## src/rtl/countdown_timer_bcd.sv

```systemverilog
// countdown_timer_bcd: BCD HH:MM:SS countdown with pause/resume and a held finish flag.
module countdown_timer_bcd #(
    parameter int CLK_FREQ_HZ = 100000000,
    parameter int TICK_HZ = 1
) (
    input  logic       clk,
    input  logic       rst,
    input  logic       load,
    input  logic [7:0] hh_in,
    input  logic [7:0] mm_in,
    input  logic [7:0] ss_in,
    input  logic       start,
    input  logic       stop,
    input  logic       clear_fin,
    output logic [7:0] hh,
    output logic [7:0] mm,
    output logic [7:0] ss,
    output logic       running,
    output logic       cronofin,
    output logic       load_err
);
    localparam int DIV = CLK_FREQ_HZ / TICK_HZ;
    localparam int PW = (DIV > 1) ? $clog2(DIV) : 1;
    localparam logic [PW-1:0] LAST = PW'(DIV - 1);

    typedef enum logic [1:0] {IDLE, RUN, PAUSE, DONE} state_t;

    state_t state, state_n;
    logic [PW-1:0] pre, pre_n;
    logic [23:0] t, t_n, t_dec;
    logic tick, zero_next, valid, fin_n, err_n;

    // Tens digits wrap to 5, units to 9; only ever called with a nonzero time.
    function automatic logic [23:0] bcd_dec(input logic [23:0] v);
        logic [23:0] r;
        logic b;
        r = v;
        b = 1'b1;
        for (int i = 0; i < 6; i++) begin
            if (b) begin
                r[4*i +: 4] = (v[4*i +: 4] == 4'd0) ? ((i % 2 == 1) ? 4'd5 : 4'd9) : v[4*i +: 4] - 4'd1;
                b = v[4*i +: 4] == 4'd0;
            end
        end
        return r;
    endfunction

    assign t = {hh, mm, ss};
    assign tick = state == RUN && pre == LAST;
    assign t_dec = bcd_dec(t);
    assign zero_next = tick && t_dec == 24'd0;
    assign valid = hh_in <= 8'h23 && hh_in[3:0] <= 4'd9 &&
                   mm_in[7:4] <= 4'd5 && mm_in[3:0] <= 4'd9 &&
                   ss_in[7:4] <= 4'd5 && ss_in[3:0] <= 4'd9;

    always_comb begin
        state_n = state;
        t_n = t;
        pre_n = pre;
        fin_n = cronofin;
        err_n = 1'b0;
        if (state == RUN) begin
            pre_n = tick ? '0 : pre + PW'(1);
            t_n = tick ? t_dec : t;
            if (zero_next) begin
                state_n = DONE;
                fin_n = 1'b1;
            end
        end
        // One pulse acts per cycle, load first; the prescaler keeps counting underneath.
        if (load) begin
            if (valid) begin
                t_n = {hh_in, mm_in, ss_in};
                pre_n = '0;
                fin_n = 1'b0;
                state_n = IDLE;
            end else begin
                err_n = 1'b1;
            end
        end else if (clear_fin) begin
            if (state == DONE) begin
                state_n = IDLE;
                fin_n = 1'b0;
            end
        end else if (stop) begin
            if (state == RUN && !zero_next) state_n = PAUSE;
        end else if (start) begin
            if (state == PAUSE) begin
                state_n = RUN;
            end else if (state == IDLE && t != 24'd0) begin
                state_n = RUN;
                pre_n = '0;
            end
        end
    end

    always_ff @(posedge clk or negedge rst) begin
        if (!rst) begin
            state <= IDLE;
            {hh, mm, ss} <= 24'd0;
            pre <= '0;
            running <= 1'b0;
            cronofin <= 1'b0;
            load_err <= 1'b0;
        end else begin
            state <= state_n;
            {hh, mm, ss} <= t_n;
            pre <= pre_n;
            running <= state_n == RUN;
            cronofin <= fin_n;
            load_err <= err_n;
        end
    end
endmodule

```

## config.mk

```make
export PLATFORM = sky130hd
export DESIGN_NAME = countdown_timer_bcd
export DESIGN_NICKNAME = d
export VERILOG_FILES = /design/src/rtl/countdown_timer_bcd.sv
export SDC_FILE = /design/constraint.sdc
export NUM_CORES = 1
export LEC_CHECK = 0
export CORE_ASPECT_RATIO = 0.8
export CORE_UTILIZATION = 53
export CTS_CLUSTER_DIAMETER = 100
export DETAILED_ROUTE_END_ITERATION = 8
export GPL_ROUTABILITY_DRIVEN = 0
export GPL_TIMING_DRIVEN = 0
export MAX_ROUTING_LAYER = met4
export PLACE_DENSITY = 0.81
export SLEW_MARGIN = 0
export SYNTH_ARGS = -nofsm -noshare
export SYNTH_HDL_FRONTEND = slang
export SYNTH_SLANG_ARGS = --single-unit
```

## constraint.sdc

```tcl
create_clock -name clk -period 2.85 [get_ports clk]
set_input_delay 0.4275 -clock clk [delete_from_list [all_inputs] [get_ports clk]]
set_output_delay 0.4275 -clock clk [all_outputs]
set_load 0.03 [all_outputs]
```

==> metrics.md <==
| Metric | Value |
|---|---|
| Status | `completed` |
| Number of fill cells | `approximately 420` |
| Die area | `around 6200 µm²` |
| Post-DR vias/cell | `5.70` |
| Clock buffer depth | `2` |
| Cell count of the worst reg-to-reg path | `8` |
| WP data arrival | `about 2.6 ns` |
| Worst Setup EP | `ss[1]` |
| Multi-input gate area | `1620 µm²` |
| Antenna violations before repair | `0` |
| GR Util met2 | `0.398` |
| Largest net degree at the start of global routing | `between 40 and 50` |
| GRT busiest layer | `met2` |
| Final Hold Viols | `0` |
| Post-Route WL | `approximately 7400 µm` |
| Met1 usage | `0.396` |
| Met3 Use GR | `0.0414` |
| N_diodes | `0` |
| # IOs | `57` |
| Worst Tran Pin Value | `~0.63 ns` |
| H-tree Lvls | `2` |
| CP max FO | `10` |
| Total CTS buffers | `5` |
| Synth cell count leaders | `58 x nor2_1, 56 x dfrtp_1, 38 x nand2_1` |
| Slew Limit Headroom | `0.576` |
| Layout Utilization | `0.700` |
| Initial drt markers | `between 150 and 200` |
| Synthesized net count | `370` |
| Cell Count Post-Placement | `around 470` |
| Clock sinks | `56` |
| Core box area | `around 5600 µm²` |
| Row count | `24` |
| Period Utilization, post-route | `0.848` |
| Sequential share of the synthesized area | `0.451` |
| Post-route cell area | `3890 µm²` |
| Max-cap violations | `0` |
| Yosys warns | `0` |
| CP Capture Type | `flip-flop` |
| Count of final setup violators | `0` |
| FF/Latch Area | `1400 µm²` |
| Via count | `between 2000 and 3000` |
| Synth-to-Final Area Change | `25.1%` |
| Min Tclk post-route | `2.42 ns` |
| CTS tree | `done` |
| Post_cts resized | `0` |
| Clock Pin Slew Worst Setup and Hold Paths | `roughly 0.10 ns` |
| DRC violations left | `0` |
| Synth area leader | `dfrtp_1` |
| Root Driver | `clkbuf_8` |
| Non-filler cells, final | `about 480` |
| Most common cell in the netlist | `nor2_1` |
| Count of different cell masters after synthesis | `55` |
| Required time of the critical path | `a little over 3 ns` |
| Total grt overflow | `0` |
| Hold crit path type | `input port to async pin` |
| Min Hold Slack | `about 0.043 ns` |
| Critical Path Start Type | `input port` |
| First-pass GRT wire length | `approximately 13000 µm` |
| Pwr dens | `about 470 nW/µm²` |
| Die X | `around 88 µm` |
| Synthesized area per cell | `slightly above 9 µm²` |
| R2R setup slack | `0.52 ns` |
| # port buffers | `between 50 and 60` |
| #FFs+latches synth | `56` |
| Asr flop ratio synth | `1.00` |
| First-pass DRT Iterations | `4` |
| Syn Inst Count | `339` |
| Skew final | `approximately 0.0080 ns` |
| Share of the synthesized area in the top cell type | `0.451` |
| Critical Setup Path Class | `input port to flip-flop` |
| Vias in the first global route | `approximately 2700` |
| Max frequency | `between 400 and 500 MHz` |
| Synth Flop Type | `dfrtp_1` |
| Starting Density | `0.559` |
| Pins over their slew limit | `0` |
| RSZ-0062 raised after global routing | `no` |
| Leak Pwr | `1.62 nW` |
| Mapped Area | `roughly 3100 µm²` |
| Worst skew pair latency | `about 0.30 ns` |
| Antenna Nets Post-Route | `0` |
| Top post-synthesis cells by area | `dfrtp_1 45%, nor2_1 7.0%, xnor2_1 4.8%, nand2_1 4.6%, xor2_1 4.5%` |
| Reg-to-Reg End | `pre[14]` |
| Crit path launch | `hh_in[7]` |
| Hold-fix buffers, CTS | `0` |
| Worst IR Drop VDD | `333 µV` |
| DP Area | `~3800 µm²` |
| Avg WL per Cell | `around 15 µm` |
| Launch point of the worst reg-to-reg path | `ss[4]` |
| Total GRT Usage | `0.271` |
| Post-CTS Setup Bufs | `0` |
| Die Height | `slightly above 70 µm` |
| Post-DP HPWL | `about 5500 µm` |
| Final Net Count | `around 430` |
| Fraction of layout cells with a size suffix above 1 | `0.0644` |
| Post-synth EDFFs | `0` |
-- kinds of logic after synthesis --
kind of cell | Yosys count | share of synthesized area
mux | 2 | 0.00644
fa+ha+maj | 1 | 0.00403
flops | 56 | 0.451
buf+inv | 15 | 0.0266
xor+xnor | 33 | 0.0930
simple gates | 179 | 0.311
compound gates | 53 | 0.108
-- worst max-delay path, stage by stage --
cell and delay, ns:
clkdlybuf4s50_1 0.40, nor4_1 0.30, nand3_1 0.11, nor2_1 0.24, and2_1 0.17, clkbuf_1 0.29, clkbuf_1 0.43, nand2_1 0.12
o21ai_0 0.13
-- per-layer routing --
metal  up-vias  wire length [µm]
met5         -                 0
met4         0                51
met3         7               411
met2        68              3420
met1      1334              3470
li1       1339                 -
-- worst min-delay path by stage --
stage	to	cells past startpoint
floorplan	cronofin	0
global placement	hh[7]	1
detailed placement	pre[6]	1
CTS	pre[13]	1
global route	pre[6]	1
finish	pre[13]	1
-- per-stage QoR --
stage               setup TNS [ns]  power, W  worst slack, ns
global placement            -21.91   0.00131           -0.395
global route                     0   0.00191            0.205
floorplan                        0   0.00114            0.772
CTS                              0   0.00183            0.453
finish                           0   0.00182            0.432
detailed placement               0   0.00132            0.143
-- where the power goes --
part           switching (W)  leakage [nW]  internal, W
clock               0.000249        0.0552     0.000261
sequential         0.0000860         0.683     0.000858
combinational       0.000193         0.878     0.000172
total               0.000528          1.62      0.00129
-- sequential cells by signal (all words and copies together) (netlist names) --
register	flops
running	1
ss	8
load_err	1
mm	8
pre	27
state	2
hh	8
cronofin	1
-- placed cells by master (no fill, tap or decap), types with 3 or more instances in the layout --
cell type        instances
nor2_1                  58
dfrtp_1                 56
clkdlybuf4s50_1         55
nand2_1                 38
o21ai_0                 18
xnor2_1                 17
xor2_1                  16
nand3_1                 16
and4_1                   9
nor3_1                   9
clkbuf_1                 8
nand4_1                  8
a21oi_1                  8
nor4_1                   7
a31oi_1                  5
clkbuf_8                 5
buf_2                    4
and3_1                   4
nor4_2                   3
nor2b_1                  3
-- final cells by class --
| type | instances | area share |
|---|---|---|
| Timing Repair Buffer | 57 | 0.148 |
| Buffer | 13 | 0.0193 |
| Inverter | 2 | 0.00193 |
| Multi-Input combinational cell | 268 | 0.417 |
| Sequential cell | 56 | 0.360 |
| Tap cell | 78 | 0.0251 |
| Clock inverter | 2 | 0.00901 |
| Clock buffer | 6 | 0.0187 |
No activity file was read; power rests on OpenSTA's default activity.
